--- src/rtl/i2c_cmd_datapath_if.sv ---
// i2c_cmd_datapath_if: command, response and bus-line bundle for the I2C command engine
//   slave  : engine side (takes commands and sampled lines, drives lines and responses)
//   master : issuer / bus side (offers commands, reads responses, feeds back sampled lines)
interface i2c_cmd_datapath_if #(parameter int PRESCALER_W = 8);
    logic [PRESCALER_W-1:0] prescaler_i;
    logic                   cmd_valid_i;
    logic [2:0]             cmd_i;
    logic [7:0]             cmd_data_i;
    logic                   cmd_ack_i;
    logic                   cmd_ready_o;
    logic                   scl_i;
    logic                   sda_i;
    logic                   scl_o;
    logic                   sda_o;
    logic                   rsp_valid_o;
    logic [7:0]             rsp_data_o;
    logic                   rsp_ack_o;
    logic                   rsp_err_o;
    logic                   busy_o;
    modport slave (
        input  prescaler_i, cmd_valid_i, cmd_i, cmd_data_i, cmd_ack_i, scl_i, sda_i,
        output cmd_ready_o, scl_o, sda_o, rsp_valid_o, rsp_data_o, rsp_ack_o, rsp_err_o, busy_o
    );
    modport master (
        output prescaler_i, cmd_valid_i, cmd_i, cmd_data_i, cmd_ack_i, scl_i, sda_i,
        input  cmd_ready_o, scl_o, sda_o, rsp_valid_o, rsp_data_o, rsp_ack_o, rsp_err_o, busy_o
    );
endinterface

--- src/rtl/i2c_cmd_datapath.sv ---
// i2c_cmd_datapath: byte-level I2C master engine executing START/WRITE/READ/STOP/RSTART commands
//   i2c_core_clock_i : core clock, rising edge
//   reset_bit_n_i    : asynchronous active-low reset
//   bus              : command handshake, response and SCL/SDA lines (slave modport)
module i2c_cmd_datapath #(
    parameter int PRESCALER_W = 8,
    parameter bit STRETCH_EN  = 1'b1,
    parameter bit ARB_EN      = 1'b1
) (
    input logic               i2c_core_clock_i,
    input logic               reset_bit_n_i,
    i2c_cmd_datapath_if.slave bus
);
    typedef enum logic [2:0] {IDLE, START, RSTART, DATA, ACK, STOP, DONE} state_t;
    state_t state_q, state_d;
    logic [PRESCALER_W-1:0] cnt_q, cnt_d, p_q, p_d;
    logic [1:0] q_q, q_d;
    logic [2:0] bit_q, bit_d;
    logic [7:0] sh_q, sh_d, rsp_data_q, rsp_data_d;
    logic rd_q, rd_d, ack_q, ack_d, pend_q, pend_d, busy_q, busy_d;
    logic scl_q, scl_d, sda_q, sda_d, rsp_ack_q, rsp_ack_d, rsp_err_q, rsp_err_d;
    logic ready, accept, stall, tick, sample, arb;

    assign ready  = (state_q == IDLE && !pend_q) || state_q == DONE;
    assign accept = bus.cmd_valid_i && ready;
    // a slave holding SCL low during the high phase freezes the quarter timer
    assign stall  = STRETCH_EN && q_q == 2'd2 && !bus.scl_i;
    assign tick   = !stall && cnt_q == p_q - 1'b1;
    assign sample = tick && q_q == 2'd2;

    always_comb begin
        state_d = state_q; cnt_d = cnt_q; p_d = p_q; q_d = q_q; bit_d = bit_q; sh_d = sh_q;
        rd_d = rd_q; ack_d = ack_q; pend_d = 1'b0; busy_d = busy_q;
        rsp_data_d = rsp_data_q; rsp_ack_d = rsp_ack_q; rsp_err_d = rsp_err_q;
        arb = 1'b0;
        if (state_q == IDLE || state_q == DONE) begin
            state_d = IDLE;
            if (pend_q) begin
                state_d = DONE;
                rsp_err_d = 1'b1;
            end else if (accept) begin
                cnt_d = '0; q_d = '0; bit_d = '0;
                p_d = (bus.prescaler_i == '0) ? PRESCALER_W'(1) : bus.prescaler_i;
                sh_d = bus.cmd_data_i; ack_d = bus.cmd_ack_i; rd_d = bus.cmd_i == 3'd2;
                case (bus.cmd_i)
                    3'd0: begin
                        state_d = busy_q ? RSTART : START;
                        busy_d = 1'b1;
                    end
                    3'd1, 3'd2: state_d = busy_q ? DATA : IDLE;
                    3'd3: state_d = busy_q ? STOP : IDLE;
                    3'd4: state_d = busy_q ? RSTART : IDLE;
                    default: state_d = IDLE;
                endcase
                // rejected commands spend one silent cycle before reporting
                pend_d = state_d == IDLE;
            end
        end else begin
            if (!stall) cnt_d = tick ? '0 : cnt_q + 1'b1;
            if (tick) q_d = q_q + 1'b1;
            // read bits and the slave's ACK after a write shift in at the sample point
            if (sample && ((state_q == DATA && rd_q) || (state_q == ACK && !rd_q))) sh_d = {sh_q[6:0], bus.sda_i};
            if (tick && q_q == 2'd3) begin
                bit_d = state_q == DATA ? bit_q + 1'b1 : bit_q;
                state_d = state_q == DATA ? ((bit_q == 3'd7) ? ACK : DATA) : DONE;
                if (state_q == DATA && !rd_q) sh_d = {sh_q[6:0], 1'b0};
                if (state_d == DONE) begin
                    rsp_err_d = 1'b0;
                    if (state_q == ACK && rd_q) rsp_data_d = sh_q;
                    if (state_q == ACK && !rd_q) rsp_ack_d = sh_q[0];
                    if (state_q == STOP) busy_d = 1'b0;
                end
            end
            if (ARB_EN && sample && state_q == DATA && !rd_q && sda_q && !bus.sda_i) begin
                arb = 1'b1;
                state_d = DONE;
                rsp_err_d = 1'b1;
                busy_d = 1'b0;
            end
        end
        // line levels follow the upcoming slot position; between commands they hold
        scl_d = scl_q; sda_d = sda_q;
        case (state_d)
            START: begin
                scl_d = 1'b1;
                sda_d = q_d < 2'd2;
            end
            RSTART: begin
                scl_d = q_d != 2'd0;
                sda_d = q_d < 2'd2;
            end
            STOP: begin
                scl_d = q_d[1];
                sda_d = q_d == 2'd3;
            end
            DATA: begin
                scl_d = q_d[1];
                if (rd_d) sda_d = 1'b1;
                else if (q_d != 2'd0) sda_d = sh_d[7];
            end
            ACK: begin
                scl_d = q_d[1];
                sda_d = rd_d ? ack_d : 1'b1;
            end
            default: ;
        endcase
        if (arb) begin
            scl_d = 1'b1;
            sda_d = 1'b1;
        end
    end

    always_ff @(posedge i2c_core_clock_i or negedge reset_bit_n_i) begin
        if (!reset_bit_n_i) begin
            state_q <= IDLE; cnt_q <= '0; p_q <= '0; q_q <= '0; bit_q <= '0; sh_q <= '0;
            rd_q <= 1'b0; ack_q <= 1'b0; pend_q <= 1'b0; busy_q <= 1'b0;
            scl_q <= 1'b1; sda_q <= 1'b1;
            rsp_data_q <= '0; rsp_ack_q <= 1'b1; rsp_err_q <= 1'b0;
        end else begin
            state_q <= state_d; cnt_q <= cnt_d; p_q <= p_d; q_q <= q_d; bit_q <= bit_d; sh_q <= sh_d;
            rd_q <= rd_d; ack_q <= ack_d; pend_q <= pend_d; busy_q <= busy_d;
            scl_q <= scl_d; sda_q <= sda_d;
            rsp_data_q <= rsp_data_d; rsp_ack_q <= rsp_ack_d; rsp_err_q <= rsp_err_d;
        end
    end

    assign bus.cmd_ready_o = ready;
    assign bus.scl_o       = scl_q;
    assign bus.sda_o       = sda_q;
    assign bus.rsp_valid_o = state_q == DONE;
    assign bus.rsp_data_o  = rsp_data_q;
    assign bus.rsp_ack_o   = rsp_ack_q;
    assign bus.rsp_err_o   = rsp_err_q;
    assign bus.busy_o      = busy_q;
endmodule

--- src/flat_wrapper.sv ---
// flat-port wrapper written by rule: the top's interface ports become plain ports
module i2c_cmd_datapath_flat 
#(
    parameter int PRESCALER_W = 8,
    parameter bit STRETCH_EN  = 1'b1,
    parameter bit ARB_EN      = 1'b1
)
  (i2c_core_clock_i, reset_bit_n_i, bus_prescaler_i, bus_cmd_valid_i, bus_cmd_i, bus_cmd_data_i, bus_cmd_ack_i, bus_scl_i, bus_sda_i, bus_cmd_ready_o, bus_scl_o, bus_sda_o, bus_rsp_valid_o, bus_rsp_data_o, bus_rsp_ack_o, bus_rsp_err_o, bus_busy_o);
  i2c_cmd_datapath_if #(.PRESCALER_W(PRESCALER_W)) bus_i ();
  input logic i2c_core_clock_i;
  input logic reset_bit_n_i;
  input wire logic [$bits(bus_i.prescaler_i)-1:0] bus_prescaler_i;
  input wire logic [$bits(bus_i.cmd_valid_i)-1:0] bus_cmd_valid_i;
  input wire logic [$bits(bus_i.cmd_i)-1:0] bus_cmd_i;
  input wire logic [$bits(bus_i.cmd_data_i)-1:0] bus_cmd_data_i;
  input wire logic [$bits(bus_i.cmd_ack_i)-1:0] bus_cmd_ack_i;
  input wire logic [$bits(bus_i.scl_i)-1:0] bus_scl_i;
  input wire logic [$bits(bus_i.sda_i)-1:0] bus_sda_i;
  output wire logic [$bits(bus_i.cmd_ready_o)-1:0] bus_cmd_ready_o;
  output wire logic [$bits(bus_i.scl_o)-1:0] bus_scl_o;
  output wire logic [$bits(bus_i.sda_o)-1:0] bus_sda_o;
  output wire logic [$bits(bus_i.rsp_valid_o)-1:0] bus_rsp_valid_o;
  output wire logic [$bits(bus_i.rsp_data_o)-1:0] bus_rsp_data_o;
  output wire logic [$bits(bus_i.rsp_ack_o)-1:0] bus_rsp_ack_o;
  output wire logic [$bits(bus_i.rsp_err_o)-1:0] bus_rsp_err_o;
  output wire logic [$bits(bus_i.busy_o)-1:0] bus_busy_o;
  assign bus_i.prescaler_i = bus_prescaler_i;
  assign bus_i.cmd_valid_i = bus_cmd_valid_i;
  assign bus_i.cmd_i = bus_cmd_i;
  assign bus_i.cmd_data_i = bus_cmd_data_i;
  assign bus_i.cmd_ack_i = bus_cmd_ack_i;
  assign bus_i.scl_i = bus_scl_i;
  assign bus_i.sda_i = bus_sda_i;
  assign bus_cmd_ready_o = bus_i.cmd_ready_o;
  assign bus_scl_o = bus_i.scl_o;
  assign bus_sda_o = bus_i.sda_o;
  assign bus_rsp_valid_o = bus_i.rsp_valid_o;
  assign bus_rsp_data_o = bus_i.rsp_data_o;
  assign bus_rsp_ack_o = bus_i.rsp_ack_o;
  assign bus_rsp_err_o = bus_i.rsp_err_o;
  assign bus_busy_o = bus_i.busy_o;
  i2c_cmd_datapath #(.PRESCALER_W(PRESCALER_W), .STRETCH_EN(STRETCH_EN), .ARB_EN(ARB_EN)) u_core (.i2c_core_clock_i(i2c_core_clock_i), .reset_bit_n_i(reset_bit_n_i), .bus(bus_i));
endmodule
--- config.mk ---
export PLATFORM = sky130hd
export DESIGN_NAME = i2c_cmd_datapath_flat
export DESIGN_NICKNAME = d
export VERILOG_FILES = /design/src/rtl/i2c_cmd_datapath_if.sv /design/src/rtl/i2c_cmd_datapath.sv /design/src/flat_wrapper.sv
export SDC_FILE = /design/constraint.sdc
export NUM_CORES = 1
export LEC_CHECK = 0
export ABC_AREA = 1
export CORE_UTILIZATION = 30
export CTS_BUF_LIST = sky130_fd_sc_hd__clkbuf_16
export DETAILED_ROUTE_END_ITERATION = 10
export GPL_ROUTABILITY_DRIVEN = 0
export SYNTH_ARGS = -nofsm -noshare
export SYNTH_HDL_FRONTEND = slang
export SYNTH_SLANG_ARGS = --single-unit
--- constraint.sdc ---
create_clock -name i2c_core_clock_i -period 3 [get_ports i2c_core_clock_i]
set_input_delay 0.3 -clock i2c_core_clock_i [delete_from_list [all_inputs] [get_ports i2c_core_clock_i]]
set_output_delay 0.3 -clock i2c_core_clock_i [all_outputs]
set_load 0.005 [all_outputs]
==> Flow_metrics.wiki <==
{| class="wikitable"
! Metric !! Value
|-
| Via/cell ratio || 4.68
|-
| Destination of the worst register-to-register timing path || u_core.bus.sda_o$_DFFE_PN1P_
|-
| Setup repair after global routing missed its margin || false
|-
| Multi-input gate area in the final layout || 1470 µm²
|-
| Cts-stage hold buffer count || 0
|-
| Worst reg-to-reg setup slack || 0.50 ns
|-
| Leak pwr || 1.78 nW
|-
| Crit path time final || 2.50 ns
|-
| Cts bufs inserted || 5
|-
| Maximum number of pins on one net before global-route repair || 49
|-
| Worst clock skew || 0.00849 ns
|-
| Global-route met2 utilization || 25.9%
|-
| Drc violations || 0
|-
| Latest clock arrival within the worst-skew pair || 0.29 ns
|-
| Count of port buffers added during placement || 39
|-
| Number of global-route vias before repair || 2494
|-
| CTS tree || done
|-
| Standard-cell rows || 35
|-
| Rel. slew slack || 26.3%
|-
| Die extent in x || 101 µm
|-
| I/O pins || 40
|-
| Crit path arrival time || 2.73 ns
|-
| Total global-route track usage || 15.1%
|-
| TritonRoute pass-1 iters || 4
|-
| Max FO, Critical Path || 13
|-
| Global-route wire length before repair || 12.0 mm
|-
| Total congestion overflow || 0
|-
| Synthesis Warnings || 0
|-
| Run status || finished clean
|-
| Syn-to-layout area delta || 24.7%
|-
| Data required, critical path || 3.23 ns
|-
| Max Slew Vio Count || 0
|-
| Worst supply voltage drop on vdd || 0.000256 V
|-
| Hold Violations, Final || 0
|-
| Hold crit path type || input port to asynchronous set/reset pin
|-
| Reg clk slew, reported paths || 0.07 ns
|-
| Critical path startpoint category || register
|-
| Actual slew at the worst max-slew pin || 1.11 ns
|-
| Post-detailed-route count of antenna-violating nets || 0
|-
| Number of antenna violations at the first check in global routing || 0
|-
| Number of H-tree levels || 2
|-
| Final HPWL from detailed placement || 5.44 mm
|-
| Die boundary height || 101 µm
|-
| Fraction of the yosys area taken by sequential cells || 40.9%
|-
| Busiest grt layer || met2
|-
| Utilization of the core after routing || 39.3%
|-
| Sequential cell area || 1200 µm²
|-
| Number of violations reported at the end of detailed-routing iteration 0 || 102
|-
| Final wirelength || 7.15 mm
|-
| Clock root buffer || sky130_fd_sc_hd__clkbuf_16
|-
| Number of nets in the layout || 465
|-
| Start of the worst register-to-register path || u_core.p_q[0]$_DFFE_PN0P_
|-
| FILL cells || 987
|-
| Mapped Avg Cell Area || 7.58 µm²
|-
| Number of distinct library cells after synthesis || 40
|-
| Pwr/cell area || 368 nW/µm²
|-
| Setup Buffers After CTS || 0
|-
| Fin Setup TNS || 0 ns
|-
| Post-synth net total || 420
|-
| Reg2reg path depth || 21
|-
| Clock sinks || 48
|-
| Capturing element of the worst setup path || u_core.bus.sda_o$_DFFE_PN1P_
|-
| Fraction of layout instances using a drive strength above 1 || 13.3%
|-
| Cells resized by post-CTS repair || 0
|-
| Post-synthesis register bit count || 48
|-
| Initial Utilization || 31.5%
|-
| Highest attainable clock frequency || 400 MHz
|-
| Count of max-cap constraint violations || 0
|-
| CORE AREA || 9370 µm²
|-
| Synthesized instance count || 389
|-
| Final period utilization || 83.2%
|-
| Met1 usage || 19.6%
|-
| Critical path class || register to register
|-
| Detail-routed net length per standard cell || 12.7 µm
|-
| Launching instance or port of the critical path || u_core.p_q[0]$_DFFE_PN0P_
|-
| Grt met3 use || 2.62%
|-
| Number of endpoints failing setup at the final stage || 0
|-
| Number of antenna repair diodes || 0
|-
| Kind of end point of the critical path || register
|-
| Synthesized cell area || 2950 µm²
|-
| Detailed-route via count || 2640
|-
| Clock tree buffer depth || 2
|-
| Die area || 10200 µm²
|}
-- layer usage --
layer  vias to the layer above  routed length (µm)
met2                        45                3360
met3                         6                 253
met1                      1234                3470
met5                         -                   0
li1                       1355                   -
met4                         0                  65
-- Yosys cell counts, drive strengths merged --
master	number	share of area (%)
nand2	104	14
inv	66	8.4
dfrtp	45	38
o21ai	40	7.0
nor2	33	6.3
nand3	29	5.8
a21oi	12	2.2
o211ai	7	1.8
ha	6	2.5
nand4	6	1.8
o22ai	6	1.3
xor2	5	1.5
nor3	4	0.85
xnor2	4	1.2
a31oi	3	0.64
clkbuf	3	0.38
dfstp	3	2.7
a22o	2	0.59
buf	2	0.30
clkinv	2	0.25
o21bai	2	0.64
a22oi	1	0.25
nand3b	1	0.38
nor3b	1	0.42
nor4	1	0.21
o2111ai	1	0.30
-- per-stage QoR --
stage | cells | power, mW | hold WS, ns | worst slack (ns) | instance area, µm²
after global placement | 556 | 0.715 | 0.471 | 0.611 | 3510
after detailed placement | 556 | 0.714 | 0.480 | 0.517 | 3510
after floorplan | 389 | 0.665 | 0.00441 | 0.837 | 2950
after CTS | 564 | 1.37 | 0.276 | 0.495 | 3680
final | 564 | 1.35 | 0.216 | 0.503 | 3680
after global routing | 564 | 1.41 | 0.333 | 0.164 | 3680
-- sequential cells by signal (all words and copies together) (netlist names) --
| name | flops |
|---|---|
| u_core.bus.sda_o | 1 |
| u_core.bit_q | 3 |
| u_core.bus.rsp_ack_o | 1 |
| u_core.bus.scl_o | 1 |
| u_core.rd_q | 1 |
| u_core.ack_q | 1 |
| u_core.bus.busy_o | 1 |
| u_core.bus.rsp_data_o | 8 |
| u_core.bus.rsp_err_o | 1 |
| u_core.state_q | 3 |
| u_core.pend_q | 1 |
| u_core.q_q | 2 |
| u_core.cnt_q | 8 |
| u_core.sh_q | 8 |
| u_core.p_q | 8 |
-- critical path, stage by stage (launching register included) --
cell and delay (ns):
sky130_fd_sc_hd__dfrtp_1 0.41, sky130_fd_sc_hd__inv_2 0.12, sky130_fd_sc_hd__ha_1 0.22, sky130_fd_sc_hd__inv_1 0.05, sky130_fd_sc_hd__nand2_1 0.08, sky130_fd_sc_hd__nand2_1 0.06
sky130_fd_sc_hd__nand2_1 0.06, sky130_fd_sc_hd__nand2_1 0.06, sky130_fd_sc_hd__nor2_2 0.11, sky130_fd_sc_hd__nand3_2 0.12, sky130_fd_sc_hd__nor2_8 0.15, sky130_fd_sc_hd__nand3_2 0.12
sky130_fd_sc_hd__inv_2 0.10, sky130_fd_sc_hd__nand2_1 0.10, sky130_fd_sc_hd__nand2_2 0.19, sky130_fd_sc_hd__nand2_1 0.08, sky130_fd_sc_hd__nand3_1 0.09, sky130_fd_sc_hd__nand3_1 0.08
sky130_fd_sc_hd__nand2_1 0.09, sky130_fd_sc_hd__nand3_1 0.06, sky130_fd_sc_hd__nand2_1 0.06, sky130_fd_sc_hd__nand2_1 0.04
-- cells by family after synthesis --
| logic type | after synthesis | share of synthesized area (%) |
|---|---|---|
| buffers and inverters | 73 | 9.33 |
| XOR/XNOR | 9 | 2.67 |
| AND/OR/NAND/NOR | 179 | 29.9 |
| AO/OA/AOI/OAI | 74 | 14.7 |
| adder cells (fa/ha/maj) | 6 | 2.55 |
| flip-flops | 48 | 40.9 |
-- layout by cell type, fill, tap and decap left out, types with 7 or more instances in the layout --
cell,count
sky130_fd_sc_hd__a21oi_1,11
sky130_fd_sc_hd__clkdlybuf4s50_1,38
sky130_fd_sc_hd__dfrtp_1,45
sky130_fd_sc_hd__inv_1,56
sky130_fd_sc_hd__inv_2,10
sky130_fd_sc_hd__nand2_1,95
sky130_fd_sc_hd__nand2_2,8
sky130_fd_sc_hd__nand3_1,24
sky130_fd_sc_hd__nor2_1,23
sky130_fd_sc_hd__o211ai_1,7
sky130_fd_sc_hd__o21ai_0,35
-- how the worst min path moves through the flow --
stage | start | end | cells after the start
after floorplan | reset_bit_n_i | u_core.ack_q$_DFF_PN0_ | 0
after global placement | u_core.bus.rsp_data_o[2]$_DFFE_PN0P_ | u_core.bus.rsp_data_o[2]$_DFFE_PN0P_ | 2
after detailed placement | u_core.bus.sda_o$_DFFE_PN1P_ | u_core.bus.sda_o$_DFFE_PN1P_ | 2
after CTS | reset_bit_n_i | u_core.q_q[0]$_DFF_PN0_ | 1
after global routing | reset_bit_n_i | u_core.cnt_q[7]$_DFFE_PN0P_ | 1
final | reset_bit_n_i | u_core.cnt_q[6]$_DFFE_PN0P_ | 1
-- cell type report --
class                           instances  share of cell area [%]
Multi-Input combinational cell        268                    39.9
Sequential cell                        48                    32.8
Timing Repair Buffer                   43                    11.3
Inverter                               68                    6.94
Tap cell                              129                    4.39
Clock buffer                            5                    3.40
Clock inverter                          3                    1.29
-- power breakdown --
part	switching [mW]	internal, mW	leakage (nW)	total, mW
combinational	0.0242	0.0294	1.11	0.0536
clock	0.257	0.396	0.0840	0.653
sequential	0	0.647	0.582	0.647
(Power assumes the default switching activity.)
